### src/rtl/pool_pkg.sv
// Types shared by the window gather and the 2x2 max-pooling stage.
package pool_pkg;

    localparam int POOL_WIN  = 2;
    localparam int WIN_BEATS = POOL_WIN * POOL_WIN;

    typedef enum logic [1:0] {
        FILL,
        PAIR_L,
        PAIR_R,
        EMIT
    } gather_state_t;

    // Index of the element within one window: TL, TR, BL, BR.
    typedef logic [$clog2(WIN_BEATS)-1:0] beat_t;

    localparam beat_t LAST_BEAT = beat_t'(WIN_BEATS - 1);

endpackage

### src/rtl/row_line_buffer.sv
// One-row storage for the even row of a window pair.
// Single write port; two combinational reads returning the left/right
// pixels of the window whose right column is rd_addr_i.
module row_line_buffer #(
    parameter int  DATA_WIDTH = 32,
    parameter int  IMG_WIDTH  = 28,
    localparam int COL_W      = $clog2(IMG_WIDTH)
) (
    input  logic                  clk,
    input  logic                  wr_en_i,
    input  logic [COL_W-1:0]      wr_addr_i,
    input  logic [DATA_WIDTH-1:0] wr_data_i,
    input  logic [COL_W-1:0]      rd_addr_i,
    output logic [DATA_WIDTH-1:0] rd_prev_o,
    output logic [DATA_WIDTH-1:0] rd_cur_o
);

    localparam logic [COL_W-1:0] COL_ONE = COL_W'(1);

    logic [DATA_WIDTH-1:0] mem_q [IMG_WIDTH];
    logic [COL_W-1:0]      prev_addr;

    // rd_addr_i is always an odd column when used, so prev never underflows.
    assign prev_addr = rd_addr_i - COL_ONE;

    // Capture the even row; storage is deliberately left without reset.
    always_ff @(posedge clk) begin
        if (wr_en_i) begin
            mem_q[wr_addr_i] <= wr_data_i;
        end
    end

    assign rd_prev_o = mem_q[prev_addr];
    assign rd_cur_o  = mem_q[rd_addr_i];

endmodule

### src/rtl/pool_window_gather.sv
// Reorders a raster feature-map stream into 2x2 window order (TL, TR, BL, BR)
// for the stride-2 max-pooling stage. The even row is parked in a line
// buffer; on the odd row each column pair completes a window, which is then
// emitted over four beats while the producer is held off.
module pool_window_gather
    import pool_pkg::*;
#(
    parameter int DATA_WIDTH = 32,
    parameter int IMG_WIDTH  = 28,
    parameter int IMG_HEIGHT = 28
) (
    input  logic                  clk,
    input  logic                  reset,
    input  logic [DATA_WIDTH-1:0] in_data,
    input  logic                  in_valid,
    output logic                  in_ready,
    input  logic                  in_last,
    output logic [DATA_WIDTH-1:0] out_data,
    output logic                  out_valid,
    input  logic                  out_ready,
    output logic                  out_last,
    output logic                  frame_error
);

    localparam int               COL_W    = $clog2(IMG_WIDTH);
    localparam int               ROW_W    = $clog2(IMG_HEIGHT);
    localparam logic [COL_W-1:0] COL_LAST = COL_W'(IMG_WIDTH - 1);
    localparam logic [ROW_W-1:0] ROW_LAST = ROW_W'(IMG_HEIGHT - 1);
    localparam logic [COL_W-1:0] COL_ONE  = COL_W'(1);
    localparam logic [ROW_W-1:0] ROW_ONE  = ROW_W'(1);

    gather_state_t         state_q;
    logic [COL_W-1:0]      col_q, col_d;
    logic [ROW_W-1:0]      row_q, row_d;
    logic [COL_W-1:0]      win_col_q;
    logic                  win_last_q;
    beat_t                 beat_q;
    logic                  in_ready_q;
    logic                  out_valid_q;
    logic                  out_last_q;
    logic                  frame_error_q;
    logic [DATA_WIDTH-1:0] out_data_q;
    logic [DATA_WIDTH-1:0] hold_q;
    logic [DATA_WIDTH-1:0] cur_q;

    logic                  accept;
    logic                  col_end;
    logic                  at_final;
    logic                  bad_last;
    logic [COL_W-1:0]      rd_col;
    logic [DATA_WIDTH-1:0] lb_prev;
    logic [DATA_WIDTH-1:0] lb_cur;

    assign accept   = in_valid && in_ready_q;
    assign col_end  = (col_q == COL_LAST);
    assign at_final = (row_q == ROW_LAST) && col_end;
    // in_last ahead of the final position aborts the frame.
    assign bad_last = accept && in_last && !at_final;
    // During emission the counters have already moved on, so read from the
    // latched window column instead.
    assign rd_col   = (state_q == EMIT) ? win_col_q : col_q;

    row_line_buffer #(
        .DATA_WIDTH (DATA_WIDTH),
        .IMG_WIDTH  (IMG_WIDTH)
    ) u_line_buf (
        .clk       (clk),
        .wr_en_i   (accept && (state_q == FILL)),
        .wr_addr_i (col_q),
        .wr_data_i (in_data),
        .rd_addr_i (rd_col),
        .rd_prev_o (lb_prev),
        .rd_cur_o  (lb_cur)
    );

    // Raster position of the next element; an early in_last restarts the frame.
    always_comb begin
        col_d = col_q;
        row_d = row_q;
        if (accept) begin
            if (bad_last) begin
                col_d = '0;
                row_d = '0;
            end else if (col_end) begin
                col_d = '0;
                row_d = (row_q == ROW_LAST) ? '0 : row_q + ROW_ONE;
            end else begin
                col_d = col_q + COL_ONE;
            end
        end
    end

    // Odd-row pixels of the window being assembled (data only, no reset).
    always_ff @(posedge clk) begin
        if (accept && (state_q == PAIR_L)) begin
            hold_q <= in_data;
        end
        if (accept && (state_q == PAIR_R)) begin
            cur_q <= in_data;
        end
    end

    // Gather FSM, raster counters and registered output stage.
    always_ff @(posedge clk or posedge reset) begin
        if (reset) begin
            state_q       <= FILL;
            col_q         <= '0;
            row_q         <= '0;
            win_col_q     <= '0;
            win_last_q    <= 1'b0;
            beat_q        <= '0;
            in_ready_q    <= 1'b0;
            out_valid_q   <= 1'b0;
            out_last_q    <= 1'b0;
            frame_error_q <= 1'b0;
            out_data_q    <= '0;
        end else begin
            col_q         <= col_d;
            row_q         <= row_d;
            in_ready_q    <= 1'b1;
            frame_error_q <= accept && (in_last != at_final);
            case (state_q)
                FILL: begin
                    if (accept && col_end && !bad_last) begin
                        state_q <= PAIR_L;
                    end
                end
                PAIR_L: begin
                    if (accept) begin
                        state_q <= bad_last ? FILL : PAIR_R;
                    end
                end
                PAIR_R: begin
                    if (accept) begin
                        if (bad_last) begin
                            state_q <= FILL;
                        end else begin
                            state_q     <= EMIT;
                            in_ready_q  <= 1'b0;
                            out_valid_q <= 1'b1;
                            out_data_q  <= lb_prev;
                            beat_q      <= '0;
                            win_col_q   <= col_q;
                            win_last_q  <= at_final;
                        end
                    end
                end
                EMIT: begin
                    in_ready_q <= 1'b0;
                    if (out_ready) begin
                        beat_q <= beat_q + beat_t'(1);
                        case (beat_q)
                            2'd0: out_data_q <= lb_cur;
                            2'd1: out_data_q <= hold_q;
                            2'd2: begin
                                out_data_q <= cur_q;
                                out_last_q <= win_last_q;
                            end
                            default: begin
                                out_valid_q <= 1'b0;
                                out_last_q  <= 1'b0;
                                in_ready_q  <= 1'b1;
                                state_q     <= (win_col_q == COL_LAST) ? FILL : PAIR_L;
                            end
                        endcase
                    end
                end
                default: state_q <= FILL;
            endcase
        end
    end

    assign in_ready    = in_ready_q;
    assign out_data    = out_data_q;
    assign out_valid   = out_valid_q;
    assign out_last    = out_last_q;
    assign frame_error = frame_error_q;

endmodule

### config.mk
export PLATFORM = sky130hd
export DESIGN_NAME = pool_window_gather
export DESIGN_NICKNAME = d
export VERILOG_FILES = /design/src/rtl/pool_pkg.sv /design/src/rtl/row_line_buffer.sv /design/src/rtl/pool_window_gather.sv
export SDC_FILE = /design/constraint.sdc
export NUM_CORES = 1
export LEC_CHECK = 0
export BUFFER_PORTS_ARGS = -buffer_cell sky130_fd_sc_hd__clkbuf_2
export CAP_MARGIN = 30
export CORE_MARGIN = 8
export CORE_UTILIZATION = 30
export CTS_CLUSTER_DIAMETER = 60
export DETAILED_ROUTE_END_ITERATION = 8
export GPL_ROUTABILITY_DRIVEN = 0
export PLACE_DENSITY = 0.42
export SLEW_MARGIN = 25
export SYNTH_ARGS = -nofsm -noshare
export SYNTH_HDL_FRONTEND = slang
export SYNTH_SLANG_ARGS = --single-unit
### constraint.sdc
create_clock -name clk -period 5 [get_ports clk]
set_input_delay 0.5 -clock clk [delete_from_list [all_inputs] [get_ports clk]]
set_output_delay 0.5 -clock clk [all_outputs]
set_load 0.01 [all_outputs]
==> results.sh, run 1 <==
export IMPL_outcome="complete, no violations"
export IMPL_grt_use_total=0.2017
export IMPL_grt_overflow_total=0
export IMPL_worst_slew_pin_slew_ns=0.9900
export IMPL_cp_cell_sequence="and3_1, a21o_4, clkinv_8, ha_4, nand2b_2, buf_4, o22ai_1, o21ai_0, nand3_1, a41oi_1"
export IMPL_first_global_vias=31884
export IMPL_maxCapViolCount=0
export IMPL_hpwlAfterDp_um=104600
export IMPL_worstRegToRegCells=10
export IMPL_synthSimpleGateAreaFrac=0.06406
export IMPL_synth_edf_count=960
export IMPL_ys_ff_latch=1016
export IMPL_maxSlewViolCount=0
export IMPL_design_area_um2=54580
export IMPL_core_um2=156000
export IMPL_cts_max_level=3
export IMPL_pin_count=73
export IMPL_layout_drive_gt1_share=0.2224
export IMPL_drc_errors=0
export IMPL_io_buffers=72
export IMPL_cp_top_family="compound AO/OA/AOI/OAI gates"
export IMPL_synth_top_family_by_area="multiplexers"
export IMPL_drtIter0Drc=2744
export IMPL_cts_buffers_inserted=121
export IMPL_leakage_nw=17.84
export IMPL_clock_latency_ns=0.76
export IMPL_fin_crit_ns=4.098
export IMPL_synth_compound_area_frac=0.1029
export IMPL_vias=31082
export IMPL_grt_start_max_net_pins=122
export IMPL_min_period_over_period=0.8196
export IMPL_grt_setup_unrepaired="false"
export IMPL_required_ns=5.67
export IMPL_cts_resized=0
export IMPL_synth_area_um2=47050
export IMPL_crit_slowest_cell="ha_4"
export IMPL_design_die_area_um2=169800
export IMPL_root_buffer="clkbuf_16"
export IMPL_critPathLaunchType="flop"
export IMPL_hold_ws_ns=0.1334
export IMPL_cts_setup_buffers=0
export IMPL_hp_class="input pin to flop"
export IMPL_nets=3379
export IMPL_crit_path_end_kind="flop"
export IMPL_initial_utilization=0.3016
export IMPL_antenna_left=0
export IMPL_relSlewSlack=0.3400
export IMPL_syn_area_per_cell_um2=14.46
export IMPL_drt_pass1_iter_count=5
export IMPL_rows=145
export IMPL_antenna_found_initial=7
export IMPL_routed_via_density=5.649
export IMPL_cp_num_cells=10
export IMPL_clk_path_buf_depth=3
export IMPL_grt_pass1_wl_um=246200
export IMPL_final_setup_viol_count=0
export IMPL_fin_skew_ns=0.03221
export IMPL_cts_tree="yes"
export IMPL_critPathMaxFanout=46
export IMPL_netlist_instances=3255
export IMPL_final_cell_count_no_fill=5502
export IMPL_place_area_um2=50640
export IMPL_yosysUniqueCellTypes=64
export IMPL_final_util=0.3498
export IMPL_powerDensity_nw_per_um2=403.8
export IMPL_irDropWorstVdd_v=0.0002917
export IMPL_die_y_um=412.0
export IMPL_synth_top_flop_cell="edfxtp_1"
export IMPL_synth_xor_area_frac=0.0009307
export IMPL_max_freq_mhz=244.0
export IMPL_final_hold_violation_count=0
export IMPL_worstSetupPathType="flop to flop"
export IMPL_path_buf_inv=2
export IMPL_clk_pin_slew_ns=0.06
export IMPL_slowest_delay_ns=0.70
export IMPL_yosysSeqAreaShare=0.6425
export IMPL_synth_adder_area_share=0.002659
export IMPL_drt_total_wl_um=175100
export IMPL_synth_fp_nets=3302
export IMPL_synthMuxAreaShare=0.1610
export IMPL_ys_async_sr_fraction=0.05512
export IMPL_fp_dieW_um=412.0
export IMPL_setup_tns_ns=0
export IMPL_dp_cells=5266
export IMPL_wl_per_cell_um=31.83
export IMPL_ys_warn_count=0
export IMPL_numClockSinks=1016
export IMPL_cp_arrival_ns=4.77
export IMPL_whs_path_depth=2
export IMPL_area_growth_pct=16.01
==> path summary, 6_finish.rpt <==
check | from | slack [ns] | to
setup / recovery | state_q[0] | 0.90 | out_data[28]
hold / removal | in_last | 0.13 | row_q[4]
setup reg to reg | state_q[0] | 0.90 | out_data[28]
hold reg to reg | out_valid | 0.49 | out_valid
max in group asynchronous | reset | 3.49 | out_data[4]
min in group asynchronous | reset | 0.43 | row_q[4]
==> layout by cell type, fill, tap and decap left out, types with 23 or more instances in the layout <==
master       n
a2111oi_0   44
a22oi_1     32
clkinv_2    23
nor2_4      32
o22ai_1    108
mux2_2     111
clkinv_1    23
clkbuf_1    30
a21oi_1    223
clkbuf_2    72
nand3_1    103
a41oi_1     28
nand4_1     42
a21o_1      28
dfrtp_1     56
mux4_2     199
nor2_1      55
buf_12      26
o21ai_0    145
clkbuf_16  123
edfxtp_1   960
a22o_1      30
mux2i_1    181
o31ai_1     28
buf_4      104
a221oi_1    28
nand2_1    422
==> per-stage QoR <==
stage	worst slack, ns	power, mW
floorplan	1.382	12.02
finish	0.9022	22.04
global placement	0.8608	13.54
CTS	0.8482	22.28
global route	0.6044	22.80
detailed placement	0.8239	13.55
==> kinds of logic after synthesis <==
group,count (synthesis)
simple gates,707
compound gates,761
flops,1016
mux,494
fa+ha+maj,10
xor+xnor,5
buf+inv,262
==> state kept, by name, summed over array words and instances (netlist names), 2 cells and up <==
register,count
u_line_buf.mem_q,896
cur_q,32
hold_q,32
out_data,32
col_q,5
row_q,5
win_col_q,5
beat_q,2
state_q,2
==> cell usage after synthesis (42+ instances only) <==
| cell type | number | area (um^2) |
|---|---|---|
| clkbuf_1 | 150 | 563.0 |
| a21oi_1 | 224 | 1121 |
| mux4_2 | 199 | 4482 |
| a2111oi_0 | 44 | 385.4 |
| nand2_1 | 427 | 1603 |
| mux2_2 | 111 | 1250 |
| dfrtp_1 | 56 | 1401 |
| mux2i_1 | 183 | 1832 |
| nor2_1 | 87 | 326.6 |
| buf_2 | 62 | 310.3 |
| nand3_1 | 105 | 525.5 |
| o22ai_1 | 109 | 681.9 |
| nand4_1 | 42 | 262.8 |
| edfxtp_1 | 960 | 28830 |
| o21ai_0 | 145 | 725.7 |
==> layer usage <==
metal / up-vias / routed length [um] / global-route usage
met5: - / 16 / 0
met4: 2 / 6040 / 0.07107
met3: 291 / 8493 / 0.02345
met2: 1084 / 85260 / 0.3423
met1: 16506 / 75330 / 0.2671
li1: 13199 / - / -
==> power breakdown <==
part	internal (mW)	switching, mW
Combinational	1.40	2.48
Clock	4.99	3.70
Sequential	9.42	0.0479
Total	15.8	6.23
==> area by class of cell <==
cell class / count / area [um^2]
antenna: 4 / 10.01
clock buffer: 159 / 3273
clock inverter: 72 / 645.6
fill: 15061 / 101400
inverter: 10 / 56.30
multi-input combinational: 1977 / 16040
sequential: 1016 / 30230
tap: 2058 / 2575
timing repair buffer: 206 / 1754
==> worst reg2reg max path: stages (launching register included) <==
cell	delay (ns)
dfrtp_1	0.67
and3_1	0.26
a21o_4	0.16
clkinv_8	0.31
ha_4	0.71
nand2b_2	0.60
buf_4	0.35
o22ai_1	0.10
o21ai_0	0.53
nand3_1	0.14
a41oi_1	0.20
==> what timing repair did <==
action | in CTS | in global routing
setup endpoints to repair | 0 | 0
hold endpoints to repair | 31 | 0
hold buffers | 1 | 0
No activity file was read; power rests on OpenSTA's default activity.
==> inputs of run 2 (changes only) <==
--- a/config.mk
+++ b/config.mk
@@ -12,7 +12,7 @@
 export CTS_CLUSTER_DIAMETER = 60
 export DETAILED_ROUTE_END_ITERATION = 8
 export GPL_ROUTABILITY_DRIVEN = 0
-export PLACE_DENSITY = 0.42
+export PLACE_DENSITY = 0.44
 export SLEW_MARGIN = 25
 export SYNTH_ARGS = -nofsm -noshare
 export SYNTH_HDL_FRONTEND = slang
==> constraint.sdc (replaced) <==
create_clock -name clk -period 3.37 [get_ports clk]
set_input_delay 0.337 -clock clk [delete_from_list [all_inputs] [get_ports clk]]
set_output_delay 0.337 -clock clk [all_outputs]
set_load 0.01 [all_outputs]
==> results.sh, run 2 (same netlist as run 1, synthesis figures left out) <==
export IMPL_outcome="complete, no violations"
export IMPL_drc_errors=0
export IMPL_max_freq_mhz=313.0
export IMPL_cts_buffers_inserted=118
export IMPL_layout_commonest_cell="edfxtp_1"
export IMPL_antenna_left=0
export IMPL_met1_usage=0.2639
export IMPL_powerDensity_nw_per_um2=592.2
export IMPL_clk_path_buf_depth=3
export IMPL_io_buffers=72
export IMPL_min_period_over_period=0.9479
export IMPL_initial_utilization=0.3016
export IMPL_drt_pass1_iter_count=6
export IMPL_required_ns=3.97
export IMPL_grt_setup_unrepaired="false"
export IMPL_wl_per_cell_um=30.70
export IMPL_grt_start_max_net_pins=108
export IMPL_maxCapViolCount=0
export IMPL_antenna_found_initial=9
export IMPL_irDropWorstVdd_v=0.0004040
export IMPL_hp_class="input pin to asynchronous set/reset pin"
export IMPL_final_hold_violation_count=0
export IMPL_cp_arrival_ns=3.80
export IMPL_die_y_um=412.0
export IMPL_use_met3=0.02938
export IMPL_root_buffer="clkbuf_16"
export IMPL_leakage_nw=18.55
export IMPL_layout_drive_gt1_share=0.2475
export IMPL_vias=31243
export IMPL_postLayoutSetupSlackWorst_ns=0.1756
export IMPL_rows=145
export IMPL_p_total_mw=33.16
export IMPL_grtUsageMet2=0.3337
export IMPL_most_common_layout_cells="edfxtp_1, nand2_1, a21oi_1"
export IMPL_fp_dieW_um=412.0
export IMPL_setup_tns_ns=0
export IMPL_area_growth_pct=18.99
export IMPL_crit_slowest_cell="dfrtp_2"
export IMPL_fin_skew_ns=0.03883
export IMPL_clk_pin_slew_ns=0.06
export IMPL_final_util=0.3588
export IMPL_critPathLaunchType="flop"
export IMPL_cts_tree="yes"
export IMPL_grt_pass1_wl_um=243500
export IMPL_crit_top_cell="buf_4"
export IMPL_drtIter0Drc=3099
export IMPL_fin_crit_ns=3.194
export IMPL_first_global_vias=31916
export IMPL_top_register="u_line_buf.mem_q"
export IMPL_path_buf_inv=3
export IMPL_pin_count=73
export IMPL_crit_path_end_kind="flop"
export IMPL_critPathMaxFanout=14
export IMPL_routed_via_density=5.578
export IMPL_cp_top_family="simple AND/OR/NAND/NOR gates"
export IMPL_slowest_delay_ns=0.46
export IMPL_grt_overflow_total=0
export IMPL_drt_total_wl_um=171900
export IMPL_place_area_um2=51940
export IMPL_worstSetupPathType="flop to flop"
export IMPL_design_die_area_um2=169800
export IMPL_cts_max_level=3
export IMPL_design_area_um2=55990
export IMPL_largest_register_ffs=896
export IMPL_relSlewSlack=0.3993
export IMPL_grt_busiest_layer="met2"
export IMPL_core_um2=156000
export IMPL_maxSlewViolCount=0
export IMPL_numClockSinks=1016
export IMPL_grt_use_total=0.1987
export IMPL_cp_cell_sequence="and3_1, or2_4, clkinv_4, ha_4, or3_1, and2_4, buf_4, mux2_2, o22ai_1, o21ai_0, buf_4, nand3_1, a41oi_1"
export IMPL_place_ws_ns=0.1429
export IMPL_hpwlAfterDp_um=108600
export IMPL_clock_latency_ns=0.76
export IMPL_nets=3481
export IMPL_cts_resized=0
export IMPL_final_setup_viol_count=0
export IMPL_worst_slew_pin_slew_ns=0.9010
-- run 2: cell count changes in the layout (fill, tap and decap cells not counted), sizes merged --
cell / delta
bufinv: +6
clkbuf: -15
clkinv: +5
inv: -4
clkinvlp: +2
dlygate4sd3: +3
buf: +102
-- run 2: where the power goes --
group	internal [mW]	switching, mW	total [mW]
registers	14.0	0.0641	14.0
logic	2.37	3.64	6.01
clock network	7.65	5.46	13.1
-- run 2: per-layer routing --
metal	vias up	wire length, um	part of all wire
met3	272	9411	0.055
met4	6	5506	0.032
li1	13411	-	-
met5	-	34	0.00020
met2	1077	83620	0.49
met1	16477	73360	0.43
-- run 2: stage by stage --
step                std cells  hold slack, ns
floorplan                3255          0.4359
global placement         5367          0.4499
detailed placement       5368          0.4472
CTS                      5597          0.1293
global route             5598          0.2132
finish                   5601          0.1879
-- run 2: area by class of cell --
class | count | area (um^2)
timing repair buffer | 311 | 3085
inverter | 10 | 56.30
clock inverter | 81 | 868.3
sequential | 1016 | 30230
fill | 14890 | 100000
antenna | 4 | 10.01
multi-input combinational | 1977 | 16030
tap | 2058 | 2575
clock buffer | 144 | 3132
-- run 2: worst min-delay path: cells and delay by family --
| family | cells | cell delay, ns |
|---|---|---|
| buf+inv | 4 | 1.03 |
-- run 2: final timing paths --
check / endpoint / slack (ns) / depth (start not counted) / start
max: out_data[10] / 0.18 / 13 / state_q[1]
max in group asynchronous: out_data[4] / 2.70 / 4 / reset
min: row_q[2] / 0.19 / 4 / reset
min in group clk: u_line_buf.mem_q[19][4] / 0.19 / 1 / in_data[4]
min reg2reg: out_valid / 0.51 / 1 / out_valid
max reg2reg: out_data[10] / 0.18 / 13 / state_q[1]
-- run 2: what timing repair did --
| item | CTS | global route |
|---|---|---|
| endpoints found under the hold margin | 60 | 0 |
| hold buffers | 4 | 0 |
| setup buffers | 0 | 0 |
==> inputs of run 3 (changes only) <==
--- a/config.mk
+++ b/config.mk
@@ -12,7 +12,6 @@
 export CTS_CLUSTER_DIAMETER = 60
 export DETAILED_ROUTE_END_ITERATION = 8
 export GPL_ROUTABILITY_DRIVEN = 0
-export PLACE_DENSITY = 0.44
 export SLEW_MARGIN = 25
 export SYNTH_ARGS = -nofsm -noshare
 export SYNTH_HDL_FRONTEND = slang
==> results.sh, run 3 (same netlist as run 1, synthesis figures left out) <==
export IMPL_outcome="complete, no violations"
export IMPL_fin_skew_ns=0.04357
export IMPL_rows=145
export IMPL_critPathMaxFanout=20
export IMPL_hpwlAfterDp_um=93100
export IMPL_fill_cells=14878
export IMPL_worst_slew_pin_slew_ns=1.002
export IMPL_maxSlewViolCount=0
export IMPL_worstSetupPathType="flop to flop"
export IMPL_die_y_um=412.0
export IMPL_numClockSinks=1016
export IMPL_final_hold_violation_count=0
export IMPL_slowest_delay_ns=0.53
export IMPL_grt_use_total=0.1772
export IMPL_most_common_layout_cells="edfxtp_1, nand2_1, a21oi_1"
export IMPL_final_setup_viol_count=0
export IMPL_cp_cell_sequence="and3_1, or2_4, clkinv_4, ha_4, or3_1, and2_4, buf_12, mux2_2, o22ai_1, o21ai_0, nand3_1, a41oi_1"
export IMPL_worstReg2RegStart="state_q[1]"
export IMPL_crit_slowest_cell="o21ai_0"
export IMPL_setup_tns_ns=0
export IMPL_nets=3447
export IMPL_fp_dieW_um=412.0
export IMPL_clk_pin_slew_ns=0.06
export IMPL_io_buffers=72
export IMPL_crit_path_end_kind="flop"
export IMPL_top_register="u_line_buf.mem_q"
export IMPL_hp_class="input pin to flop"
export IMPL_drtIter0Drc=3690
export IMPL_grt_start_max_net_pins=122
export IMPL_cts_tree="yes"
export IMPL_first_global_vias=31743
export IMPL_antenna_left=0
export IMPL_postLayoutSetupSlackWorst_ns=0.04762
export IMPL_pin_count=73
export IMPL_min_period_over_period=0.9859
export IMPL_antenna_found_initial=10
export IMPL_maxCapViolCount=0
export IMPL_required_ns=3.97
export IMPL_p_total_mw=31.62
export IMPL_design_die_area_um2=169800
export IMPL_cts_buffers_inserted=109
export IMPL_hp_start="in_valid"
export IMPL_layout_drive_gt1_share=0.2333
export IMPL_drc_errors=0
export IMPL_root_buffer="clkbuf_16"
export IMPL_grt_pass1_wl_um=223200
export IMPL_leakage_nw=18.16
export IMPL_clk_path_buf_depth=3
export IMPL_powerDensity_nw_per_um2=573.1
export IMPL_drt_pass1_iter_count=6
export IMPL_max_freq_mhz=301.0
export IMPL_fin_crit_ns=3.322
export IMPL_routed_via_density=5.704
export IMPL_grt_overflow_total=0
export IMPL_irDropWorstVdd_v=0.0004963
export IMPL_wl_per_cell_um=28.07
export IMPL_initial_utilization=0.3016
export IMPL_grt_setup_unrepaired="false"
export IMPL_cp_arrival_ns=3.92
export IMPL_cts_max_level=3
export IMPL_largest_register_ffs=896
export IMPL_vias=31692
export IMPL_core_um2=156000
export IMPL_place_ws_ns=0.07824
export IMPL_area_growth_pct=17.25
export IMPL_critPathLaunchType="flop"
export IMPL_relSlewSlack=0.3301
export IMPL_hold_ws_ns=0.09828
export IMPL_final_util=0.3536
export IMPL_path_buf_inv=2
export IMPL_crit_start="state_q[1]"
export IMPL_cp_top_family="simple AND/OR/NAND/NOR gates"
export IMPL_layout_commonest_cell="edfxtp_1"
export IMPL_clock_latency_ns=0.71
export IMPL_drt_total_wl_um=156000
-- run 3: changes by cell type in the layout (fill, tap and decap cells not counted), moves of 7 or more --
| cell | before | now |
|---|---|---|
| buf_4 | 162 | 144 |
| clkbuf_1 | 19 | 33 |
| buf_12 | 72 | 60 |
| clkinv_2 | 25 | 15 |
| bufinv_16 | 13 | 6 |
| clkbuf_16 | 119 | 112 |
-- run 3: worst register-to-register path: stages (launching register included) --
cell      delay, ns
dfrtp_2        0.47
and3_1         0.24
or2_4          0.18
clkinv_4       0.07
ha_4           0.16
or3_1          0.40
and2_4         0.29
buf_12         0.22
mux2_2         0.24
o22ai_1        0.06
o21ai_0        0.53
nand3_1        0.15
a41oi_1        0.22
-- run 3: final timing paths --
check	cells after the start	end	slack, ns
max	12	out_data[3]	0.05
min	3	frame_error	0.1
max reg2reg	12	out_data[3]	0.05
min reg2reg	1	out_valid	0.50
max in group asynchronous	4	out_data[4]	2.34
min in group asynchronous	3	row_q[0]	0.32
-- run 3: report_power, final --
group | total [mW] | internal [mW] | switching (mW)
clock | 11.8 | 6.80 | 4.97
sequential | 14.0 | 14.0 | 0.0641
combinational | 5.81 | 2.33 | 3.48
-- run 3: final cells by class --
| type | count | area [um^2] | share of cell area |
|---|---|---|---|
| Tap cell | 2058 | 2575 | 0.04668 |
| Clock buffer | 156 | 3078 | 0.05579 |
| Antenna cell | 4 | 10.01 | 0.0001814 |
| Timing Repair Buffer | 286 | 2768 | 0.05017 |
| Sequential cell | 1016 | 30230 | 0.5480 |
| Inverter | 10 | 56.30 | 0.001021 |
| Clock inverter | 49 | 431.7 | 0.007825 |
| Multi-Input combinational cell | 1977 | 16020 | 0.2903 |
-- run 3: timing repair --
item	4_1_cts	5_1_grt
gates resized for setup	0	6
endpoints found under the hold margin	35	0
setup endpoints to repair	0	8
setup buffers	0	5
hold buffers	3	0
-- run 3: stage by stage --
| step | instance area (um^2) | cells |
|---|---|---|
| finish | 55170 | 5556 |
| detailed placement | 51560 | 5339 |
| floorplan | 47190 | 3255 |
| global route | 55160 | 5552 |
| CTS | 55100 | 5547 |
| global placement | 51530 | 5337 |
-- run 3: layer usage --
layer,vias to the layer above,global-route usage,part of all wire
met5,-,0,0.00042
met4,10,0.07598,0.045
met3,396,0.03866,0.10
met2,1807,0.2953,0.47
met1,16143,0.2226,0.38
li1,13336,-,-
